`config.mk`:
```
export PLATFORM = sky130hd
export DESIGN_NAME = time_entry_assembler
export DESIGN_NICKNAME = d
export VERILOG_FILES = /design/src/rtl/microwave_pkg.sv /design/src/rtl/bcd_pair_to_bin.sv /design/src/rtl/time_entry_assembler.sv
export SDC_FILE = /design/constraint.sdc
export NUM_CORES = 1
export LEC_CHECK = 0
export ABC_AREA = 1
export ABC_CLOCK_PERIOD_IN_PS = 4800
export CAP_MARGIN = 20
export CELL_PAD_IN_SITES_DETAIL_PLACEMENT = 0
export CELL_PAD_IN_SITES_GLOBAL_PLACEMENT = 1
export CORE_AREA = 5 5 110 112
export CTS_CLUSTER_SIZE = 14
export DETAILED_ROUTE_END_ITERATION = 10
export DIE_AREA = 0 0 115 117
export PLACE_DENSITY = 0.6
export SYNTH_ARGS = -nofsm -noshare
export SYNTH_HDL_FRONTEND = slang
export SYNTH_SLANG_ARGS = --single-unit
```
`constraint.sdc`:
```
create_clock -name clk -period 4.8 [get_ports clk]
set_input_delay 0.48 -clock clk [delete_from_list [all_inputs] [get_ports clk]]
set_output_delay 0.48 -clock clk [all_outputs]
set_load 0.05 [all_outputs]
```
`src/rtl/microwave_pkg.sv`:
```
// Shared widths, limits and FSM encoding for the microwave time-entry block.
package microwave_pkg;

  localparam int unsigned DIGIT_W   = 4;
  localparam int unsigned CNT_W     = 3;
  localparam int unsigned BIN_W     = 7;
  localparam int unsigned OUT_W     = 6;
  localparam int unsigned MAX_MIN   = 59;
  localparam int unsigned MAX_SEC   = 59;
  localparam int unsigned MAX_DIGIT = 9;
  localparam int unsigned MAX_CNT   = 4;

  typedef enum logic [1:0] {
    ST_EMPTY = 2'd0,
    ST_ENTRY = 2'd1,
    ST_CONV  = 2'd2,
    ST_HOLD  = 2'd3
  } state_t;

endpackage

```
`src/rtl/bcd_pair_to_bin.sv`:
```
// Combinational tens/ones BCD pair to 7-bit binary (0-99 for legal digits).
module bcd_pair_to_bin
  import microwave_pkg::*;
(
  input  logic [DIGIT_W-1:0] tens,
  input  logic [DIGIT_W-1:0] ones,
  output logic [BIN_W-1:0]   bin
);

  assign bin = (BIN_W'(tens) * BIN_W'(10)) + BIN_W'(ones);

endmodule

```
`src/rtl/time_entry_assembler.sv`:
```
// Keypad digit collector that converts an MM:SS entry to binary minutes/seconds.
module time_entry_assembler
  import microwave_pkg::*;
(
  input  logic               clk,
  input  logic               reset,
  input  logic               key_valid,
  input  logic [DIGIT_W-1:0] key_digit,
  input  logic               commit,
  input  logic               clear,
  output logic [DIGIT_W-1:0] ent_D3,
  output logic [DIGIT_W-1:0] ent_D2,
  output logic [DIGIT_W-1:0] ent_D1,
  output logic [DIGIT_W-1:0] ent_D0,
  output logic [CNT_W-1:0]   digit_count,
  output logic [OUT_W-1:0]   minutes,
  output logic [OUT_W-1:0]   seconds,
  output logic               time_valid,
  output logic               range_err
);

  state_t             r_state;
  state_t             w_state_nxt;
  logic [DIGIT_W-1:0] r_d3, r_d2, r_d1, r_d0;
  logic [DIGIT_W-1:0] w_d3, w_d2, w_d1, w_d0;
  logic [CNT_W-1:0]   r_cnt, w_cnt, w_cnt_inc;
  logic [OUT_W-1:0]   r_min, r_sec, w_min, w_sec;
  logic               r_tv, w_tv, r_re, w_re;
  // Conversion results are staged in CONV and published on the first HOLD edge.
  logic [OUT_W-1:0]   r_stage_m, r_stage_s, w_stage_m, w_stage_s;
  logic               r_stage_sat, w_stage_sat;
  logic               r_pub, w_pub;

  logic [BIN_W-1:0]   w_m_raw, w_s_raw, w_m_norm, w_s_norm;
  logic               w_sat;
  logic [OUT_W-1:0]   w_m_fin, w_s_fin;
  logic               w_key_ok;

  bcd_pair_to_bin u_min_pair (.tens(r_d3), .ones(r_d2), .bin(w_m_raw));
  bcd_pair_to_bin u_sec_pair (.tens(r_d1), .ones(r_d0), .bin(w_s_raw));

  assign w_key_ok  = key_valid && (key_digit <= DIGIT_W'(MAX_DIGIT));
  assign w_cnt_inc = (r_cnt == CNT_W'(MAX_CNT)) ? r_cnt : r_cnt + CNT_W'(1);

  // Microwave-style carry of seconds >= 60 into minutes, then saturate at 59:59.
  always_comb begin
    w_m_norm = w_m_raw;
    w_s_norm = w_s_raw;
    if (w_s_raw >= BIN_W'(MAX_SEC + 1)) begin
      w_s_norm = w_s_raw - BIN_W'(MAX_SEC + 1);
      w_m_norm = w_m_raw + BIN_W'(1);
    end
    w_sat   = (w_m_norm > BIN_W'(MAX_MIN));
    w_m_fin = w_sat ? OUT_W'(MAX_MIN) : w_m_norm[OUT_W-1:0];
    w_s_fin = w_sat ? OUT_W'(MAX_SEC) : w_s_norm[OUT_W-1:0];
  end

  // FSM state register.
  always_ff @(posedge clk) begin
    if (reset) r_state <= ST_EMPTY;
    else       r_state <= w_state_nxt;
  end

  // Next-state and next-datapath logic; clear beats commit beats key.
  always_comb begin
    w_state_nxt = r_state;
    w_d3        = r_d3;
    w_d2        = r_d2;
    w_d1        = r_d1;
    w_d0        = r_d0;
    w_cnt       = r_cnt;
    w_min       = r_min;
    w_sec       = r_sec;
    w_tv        = 1'b0;
    w_re        = r_re;
    w_pub       = 1'b0;
    w_stage_m   = r_stage_m;
    w_stage_s   = r_stage_s;
    w_stage_sat = r_stage_sat;

    if (clear) begin
      w_state_nxt = ST_EMPTY;
      w_d3        = '0;
      w_d2        = '0;
      w_d1        = '0;
      w_d0        = '0;
      w_cnt       = '0;
      w_re        = 1'b0;
    end else begin
      if ((r_state == ST_HOLD) && r_pub) begin
        w_min = r_stage_m;
        w_sec = r_stage_s;
        w_re  = r_stage_sat;
        w_tv  = 1'b1;
      end
      case (r_state)
        ST_EMPTY, ST_ENTRY: begin
          if ((r_state == ST_ENTRY) && commit) begin
            w_state_nxt = ST_CONV;
          end else if (w_key_ok) begin
            w_d3        = r_d2;
            w_d2        = r_d1;
            w_d1        = r_d0;
            w_d0        = key_digit;
            w_cnt       = w_cnt_inc;
            w_state_nxt = ST_ENTRY;
          end
        end
        ST_CONV: begin
          w_stage_m   = w_m_fin;
          w_stage_s   = w_s_fin;
          w_stage_sat = w_sat;
          w_pub       = 1'b1;
          w_state_nxt = ST_HOLD;
        end
        ST_HOLD: begin
          if (w_key_ok) begin
            w_d3        = '0;
            w_d2        = '0;
            w_d1        = '0;
            w_d0        = key_digit;
            w_cnt       = CNT_W'(1);
            w_re        = 1'b0;
            w_state_nxt = ST_ENTRY;
          end
        end
        default: w_state_nxt = ST_EMPTY;
      endcase
    end
  end

  // Datapath and output registers.
  always_ff @(posedge clk) begin
    if (reset) begin
      r_d3        <= '0;
      r_d2        <= '0;
      r_d1        <= '0;
      r_d0        <= '0;
      r_cnt       <= '0;
      r_min       <= '0;
      r_sec       <= '0;
      r_tv        <= 1'b0;
      r_re        <= 1'b0;
      r_pub       <= 1'b0;
      r_stage_m   <= '0;
      r_stage_s   <= '0;
      r_stage_sat <= 1'b0;
    end else begin
      r_d3        <= w_d3;
      r_d2        <= w_d2;
      r_d1        <= w_d1;
      r_d0        <= w_d0;
      r_cnt       <= w_cnt;
      r_min       <= w_min;
      r_sec       <= w_sec;
      r_tv        <= w_tv;
      r_re        <= w_re;
      r_pub       <= w_pub;
      r_stage_m   <= w_stage_m;
      r_stage_s   <= w_stage_s;
      r_stage_sat <= w_stage_sat;
    end
  end

  assign ent_D3      = r_d3;
  assign ent_D2      = r_d2;
  assign ent_D1      = r_d1;
  assign ent_D0      = r_d0;
  assign digit_count = r_cnt;
  assign minutes     = r_min;
  assign seconds     = r_sec;
  assign time_valid  = r_tv;
  assign range_err   = r_re;

endmodule

```
==> metrics.yaml, run 1 <==
drt-pass1-iter-count: 4
start_util_pct: 23.90
critPathKind: "flop to flop"
wl_per_cell_um: 12.71
dp_slack_ps: 1718
grt_pass1_vias: 2363
dp_hpwl_mm: 5.064
worstMarginPinSlew_ps: 630.4
die_area_um2: 13460
cts_made_buffers: 5
cts_num_sinks: 49
n_antenna_cell: 0
fmax_mhz: 327.9
worstPathRequired_ps: 4990
powerDensity_nw_per_um2: 259.3
synth_top_cell_area_share_pct: 36.89
grt_max_degree: 22
layout_common_cells: "nand2_1, dfxtp_1, clkdlybuf4s50_1, nor2_1, inv_1"
clk-insertion-delay-late_ps: 290
yosys-top-cells-area: "dfxtp_1, ha_1, nand2_1"
postCtsHoldBufs: 0
status: "complete, no violations"
gp_congestion: 0.7975
fin_skew_ps: 4.703
via_per_inst: 4.451
stdcell_area_um2: 3395
drive_gt1_share_pct: 10.13
cp-start-kind: "flop"
vias: 2350
ir_drop_mv: 0.1495
cap_violations: 0
grtUsageTotal_pct: 10.30
netlist_area_um2: 2659
post_cts_buffers: 0
yosysSeqAreaShare_pct: 36.89
fin_crit_ps: 3050
clockBufferDepth: 2
hold_class: "flop to flop"
relSlewSlack_pct: 57.82
fin_tns_setup_ps: 0
port_buffers: 41
endpoint_kind: "flop"
yosysWarnings: 0
yosysTopAreaCell: "dfxtp_1"
fin_ws_ps: 1750
cts-htree-levels: 2
synth.distinct_cells: 36
syn_nets: 372
total_power_mw: 0.8801
whs_ps: 454.2
antenna_found_initial: 0
cts_resized: 0
final_max_slew_viol_count: 0
dpl_cell_area_um2: 3226
area_growth_pct: 27.67
setup_violations: 0
leakage_nw: 1.527
drc: 0
drt-total-wl_mm: 6.710
dieHeight_um: 117
ios: 42
cts_tree: "yes"
cp_max_fo: 11
ant_nets: 0
synth_seq_cells: 49
avgSynthCellArea_um2: 7.774
final_common_cell: "nand2_1"
nets: 414
rsz0062_at_grt: "no"
grt_pass1_wl_mm: 11.22
coreArea_um2: 11130
path_clk_slew_ps: 70
finalHoldViolations: 0
drtIter0Drc: 82
root_buffer: "clkbuf_16"
cp_data_arrival_time_ps: 3240
die_x_um: 115
synthCells: 342
overflow: 0
timing.final.crit_share_pct: 63.54
num_rows: 39
## metal layers
metal | vias to the layer above | global-route usage, % | routed length (µm)
met2 | 39 | 17.59 | 3229
met3 | 11 | 2.416 | 236
met1 | 1087 | 12.82 | 3124
met5 | - | 0 | 0
li1 | 1213 | - | -
met4 | 0 | 3.365 | 119
## power by group
group	switching, mW	total, mW	leakage, nW	internal (mW)
Sequential	0.00410	0.413	0.395	0.409
Combinational	0.0335	0.0516	1.05	0.0181
Clock	0.168	0.415	0.0842	0.247
Total	0.206	0.880	1.53	0.675
## final cells by class
cell class                 instances  area, µm²
fill                            1210       7731
multi-input combinational        243       1483
sequential                        49      980.9
timing repair buffer              43      425.4
tap                              143      178.9
inverter                          42      157.7
clock buffer                       5      125.1
clock inverter                     3      43.79
## critical path, cell delays in order, from the launching register on
cell      delay [ps]
dfxtp_1          500
ha_1             290
ha_1             210
fa_1             540
nand2_1           70
inv_1             80
nand4_1           70
nand3b_1          90
nand2_1          120
nand3_2          220
nand3_1          120
nand2_1           80
nand2_1           80
nor2_4           200
nand2_4          130
o21ai_2          120
inv_1             40
## logic make-up (layout without fill, tap and decap cells)
family	Yosys count	after routing	share of synthesized area [%]
and+or+nand+nor	142	142	25.69
AOI/OAI and AO/OA	69	69	15.43
buffers and inverters	50	93	7.342
DFF	49	49	36.89
adders and majority gates	21	21	11.01
xor gates and xnor gates	11	11	3.624
## sequential cells by signal (all words and copies together) (netlist names), 2 cells and up
| signal | count |
|---|---|
| minutes | 6 |
| r_stage_m | 6 |
| r_stage_s | 6 |
| seconds | 6 |
| ent_D0 | 4 |
| ent_D1 | 4 |
| ent_D2 | 4 |
| ent_D3 | 4 |
| digit_count | 3 |
| r_state | 2 |
## synth_stat cells
master and number:
nand2_1 53, o21ai_2 4, a21oi_1 25, clkbuf_1 7, or2_2 1, clkinv_1 2, inv_1 35, nand2_4 2
ha_1 17, xnor2_1 2, a31oi_2 1, nor2_2 2, nand4_1 7, nand4_2 2, inv_2 5, nor3_4 1
nand3b_1 2, o21bai_2 4, nor3_1 1, dfxtp_1 49, nor3b_1 1, buf_6 1, a211oi_1 1, nor2_1 38
nand3_1 25, a31oi_1 2, o221ai_1 1, fa_1 4, o21a_1 2, xor2_1 9, o21ai_1 2, nand2_2 3
o21ai_0 26, nor2_4 3, nand3_2 1, a221oi_1 1
## metrics by stage
stage               std cells  util [%]
floorplan                 342         -
global placement          520     28.99
detailed placement        520     28.99
global route              528     30.51
finish                    528     30.51
CTS                       528     30.51
## worst paths after layout
check	start	to	slack, ps	cells after the start
worst min-delay path	range_err	range_err	450	2
worst max register to register	ent_D1[1]	r_stage_s[0]	1750	16
worst max-delay path	ent_D1[1]	r_stage_s[0]	1750	16
worst min register to register	range_err	range_err	450	2
Power figures use the tool's default switching activity.
==> run 2: changes to the inputs <==
Settings changed: ABC_CLOCK_PERIOD_IN_PS 4800 to 3000.
Clock period 4.8 ns to 3 ns, I/O delays scaled along.
==> metrics.yaml, run 2 (synthesis results as in run 1) <==
status: "complete, no violations"
hold_end: "range_err"
fin_crit_ps: 2858
cp-start-kind: "flop"
r2r-start: "ent_D1[1]"
nets: 428
finalHoldViolations: 0
root_buffer: "clkbuf_16"
grt_pass1_vias: 2361
postCtsHoldBufs: 0
path_clk_slew_ps: 80
reg2reg_depth: 14
timing.final.crit_share_pct: 95.27
fin_skew_ps: 7.956
cts-htree-levels: 2
powerDensity_nw_per_um2: 379.7
cts_tree: "yes"
total_power_mw: 1.341
critPathKind: "flop to flop"
wl_per_cell_um: 12.89
endpoint_kind: "flop"
drt-total-wl_mm: 6.989
whs_ps: 445.6
antenna_found_initial: 0
worstPathRequired_ps: 3190
cts_made_buffers: 5
via_per_inst: 4.454
drt-pass1-iter-count: 4
final_common_cell: "nand2_1"
cp_data_arrival_time_ps: 3040
layout_common_cells: "nand2_1, dfxtp_1, clkdlybuf4s50_1, nor2_1, inv_1"
num_rows: 39
drive_gt1_share_pct: 15.04
worstMarginPinSlew_ps: 551.4
vias: 2414
final_max_slew_viol_count: 0
dieHeight_um: 117
cts_num_sinks: 49
dp_hpwl_mm: 5.150
die_area_um2: 13460
setup_violations: 0
cp_max_fo: 6
clk-insertion-delay-late_ps: 290
drc: 0
gp_congestion: 0.8110
grt_pass1_wl_mm: 11.45
drtIter0Drc: 58
area_growth_pct: 32.80
overflow: 0
hold_depth: 2
grtUsageTotal_pct: 10.49
die_x_um: 115
ir_drop_mv: 0.2663
coreArea_um2: 11130
grt_max_degree: 22
relSlewSlack_pct: 63.15
rr_endpoint: "r_stage_s[1]"
n_antenna_cell: 0
rrSetupSlack_ps: 140
clockBufferDepth: 2
worstHoldStart: "range_err"
fin_tns_setup_ps: 0
fin_ws_ps: 142.0
fmax_mhz: 349.9
dp_slack_ps: -0.5931
port_buffers: 41
ios: 42
hold_class: "flop to flop"
leakage_nw: 1.581
start_util_pct: 23.90
cap_violations: 0
ant_nets: 0
[run 2: changes by cell type in the layout (fill, tap and decap cells not counted), moves of 2 or more]
| cell | before | now |
|---|---|---|
| clkinvlp_4 | 0 | 2 |
| dfxtp_1 | 49 | 47 |
| dfxtp_2 | 0 | 2 |
| buf_4 | 2 | 15 |
[run 2: worst max path at each step]
| stage | start | to | slack [ps] | depth (start not counted) |
|---|---|---|---|---|
| after floorplan | ent_D1[1] | r_stage_s[0] | 10 | 17 |
| after global placement | ent_D1[2] | r_stage_s[0] | 100 | 14 |
| after detailed placement | ent_D1[0] | r_stage_s[1] | -0.6 | 15 |
| after CTS | ent_D1[0] | r_stage_s[0] | 30 | 15 |
| after global routing | ent_D1[1] | r_stage_s[3] | -30 | 14 |
| final | ent_D1[1] | r_stage_s[1] | 140 | 14 |
[run 2: stage by stage]
step                area [µm²]  util, %  std cells
CTS                       3432    30.85        534
global route              3531    31.74        542
global placement          3273    29.42        526
finish                    3531    31.74        542
detailed placement        3273    29.42        526
floorplan                 2661        -        342
[run 2: timing repair]
item / 4_1_cts / 5_1_grt
pin swaps: 0 / 7
cloned: 0 / 1
endpoints found under the setup margin: 6 / 13
setup buffers: 0 / 7
gates resized for setup: 1 / 7
[run 2: area by class of cell]
| type | count | area, µm² |
|---|---|---|
| Timing Repair Buffer | 56 | 523.0 |
| Inverter | 42 | 157.7 |
| Sequential cell | 49 | 983.4 |
| Fill cell | 1231 | 7595 |
| Multi-Input combinational cell | 244 | 1536 |
| Clock buffer | 5 | 125.1 |
| Tap cell | 143 | 178.9 |
| Clock inverter | 3 | 26.28 |
[run 2: critical path, stage by stage, from the launching register on]
cell     delay (ps)
dfxtp_1         320
ha_1            290
ha_1            210
fa_1            570
nand3_1         110
nand2_2         130
nand4_2         230
nand3_4         170
nand3_2          80
nand2_1          80
nand2_1          80
nor2_4          200
nand2_4         120
o21ai_2         120
inv_1            40
[run 2: per-layer routing]
layer	vias to the layer above	GRT usage [%]	routed length [µm]
met3	7	2.314	268
met4	0	2.347	81
met2	36	18.36	3435
met5	-	0	0
met1	1123	13.23	3203
li1	1248	-	-
[run 2: where the power goes]
group	internal (mW)	leakage, nW	switching [mW]
clock	0.316	0.0680	0.276
combinational	0.0329	1.12	0.0557
sequential	0.655	0.396	0.00529
==> run 3: changes to the inputs <==
Settings changed: CELL_PAD_IN_SITES_DETAIL_PLACEMENT 0 to default, CELL_PAD_IN_SITES_GLOBAL_PLACEMENT 1 to default, PLACE_DENSITY 0.6 to 0.48.
==> metrics.yaml, run 3 (synthesis results as in run 1) <==
cp_data_arrival_time_ps: 3010
reg2reg_depth: 15
worstPathRequired_ps: 3190
cap_violations: 0
die_x_um: 115
root_buffer: "clkbuf_16"
grtUsageTotal_pct: 10.58
drc: 0
p_seq_share_pct: 49.6
leakage_nw: 1.549
comb_power_share_pct: 6.7
postCtsHoldBufs: 0
fin_skew_ps: 5.043
gp_congestion: 0.8238
vias: 2369
timing.final.crit_share_pct: 93.90
fin_crit_ps: 2817
powerDensity_nw_per_um2: 382.9
total_power_mw: 1.330
swShare_pct: 24.65
port_buffers: 41
start_util_pct: 23.90
finalHoldViolations: 0
cts-htree-levels: 2
fin_tns_setup_ps: 0
grt_pass1_wl_mm: 11.49
path_buf_inv: 2
endpoint_kind: "flop"
cp_max_fo: 7
critical_path.max_stage_delay_ps: 460
slowest_stage: "fa_1"
clockBufferDepth: 2
grt_max_degree: 22
ant_nets: 0
nets: 422
final_cells: 536
drive_gt1_share_pct: 13.23
num_rows: 39
drtIter0Drc: 78
cts_num_sinks: 49
coreArea_um2: 11130
dieHeight_um: 117
relSlewSlack_pct: 62.73
whs_ps: 456.4
overflow: 0
die_area_um2: 13460
clkPwrFrac_pct: 43.7
crit_chain: "ha_1 -> fa_1 -> xnor2_2 -> inv_1 -> ha_1 -> nor3b_2 -> nand4_2 -> nand3_4 -> nand3_1 -> nand2_1 -> nand2_1 -> nor2_4 -> nand2_4 -> o21ai_2 -> inv_1"
p_switching_mw: 0.3278
status: "complete, no violations"
hold_end: "range_err"
area_growth_pct: 30.64
critPathKind: "flop to flop"
fmax_mhz: 355.0
ir_drop_mv: 0.2560
placed_cells: 525
clk-insertion-delay-late_ps: 290
drt-pass1-iter-count: 4
stdcell_area_um2: 3473
hold_class: "flop to flop"
p_int_mw: 1.002
r2r-start: "ent_D1[0]"
grt_pass1_vias: 2395
rrSetupSlack_ps: 180
cp-start-kind: "flop"
drt-total-wl_mm: 6.658
cts_made_buffers: 5
cts_tree: "yes"
cp_top_family: "simple AND/OR/NAND/NOR gates"
antenna_found_initial: 0
ios: 42
layout_common_cells: "nand2_1, dfxtp_1, clkdlybuf4s50_1, nor2_1, inv_1"
rr_endpoint: "r_stage_s[1]"
final_max_slew_viol_count: 0
n_antenna_cell: 0
path_clk_slew_ps: 70
worstHoldStart: "range_err"
via_per_inst: 4.420
hold_depth: 2
worstMarginPinSlew_ps: 558.4
final_common_cell: "nand2_1"
setup_violations: 0
wl_per_cell_um: 12.42
dpl_cell_area_um2: 3266
dp_hpwl_mm: 5.090
[run 3: worst max-delay path by stage]
stage	slack, ps	cells after the start	startpoint	to
2_1_floorplan	10	17	ent_D1[1]	r_stage_s[0]
6_report	180	15	ent_D1[0]	r_stage_s[1]
4_1_cts	30	15	ent_D1[0]	r_stage_s[1]
3_5_place_dp	10	15	ent_D1[0]	r_stage_s[1]
3_3_place_gp	110	14	ent_D1[0]	r_stage_s[3]
5_1_grt	-20	15	ent_D0[1]	r_stage_m[0]
[run 3: cell type report]
type / instances / area [µm²]
timing repair buffer: 50 / 478.0
sequential: 49 / 983.4
tap: 143 / 178.9
clock inverter: 3 / 26.28
fill: 1217 / 7652
multi-input combinational: 244 / 1524
inverter: 42 / 157.7
clock buffer: 5 / 125.1
[run 3: power by group through the flow]
stage / clock network, mW / registers [mW] / logic (mW)
global route: 0.633 / 0.661 / 0.0972
global placement: 0 / 0.675 / 0.0878
floorplan: 0 / 0.686 / 0.0401
CTS: 0.603 / 0.660 / 0.0874
detailed placement: 0 / 0.675 / 0.0870
finish: 0.581 / 0.660 / 0.0885
[run 3: layer usage]
metal	track usage, %	up-vias	share of wire (%)
met5	0	-	0
met2	18.75	36	50
li1	-	1236	-
met3	2.365	8	3.2
met1	12.72	1089	46
met4	3.365	0	1.4
[run 3: through the flow]
stage,worst slack [ps],util (%)
3_5_place_dp,13.59,29.35
5_1_grt,-24.17,31.22
4_1_cts,33.40,30.78
3_3_place_gp,108.0,29.35
2_1_floorplan,10.45,-
6_report,183.0,31.22
[run 3: tightest hold or removal path, cell delays in order (launching register included)]
cell	delay, ps
dfxtp_1	320
inv_1	50
a21oi_1	50
[run 3: repair_timing]
item	4_1_cts	5_1_grt
cloned	0	1
setup endpoints to repair	1	9
endpoints found under the hold margin	0	0
pin swaps	0	3
setup buffers	0	2
gates resized for setup	1	4
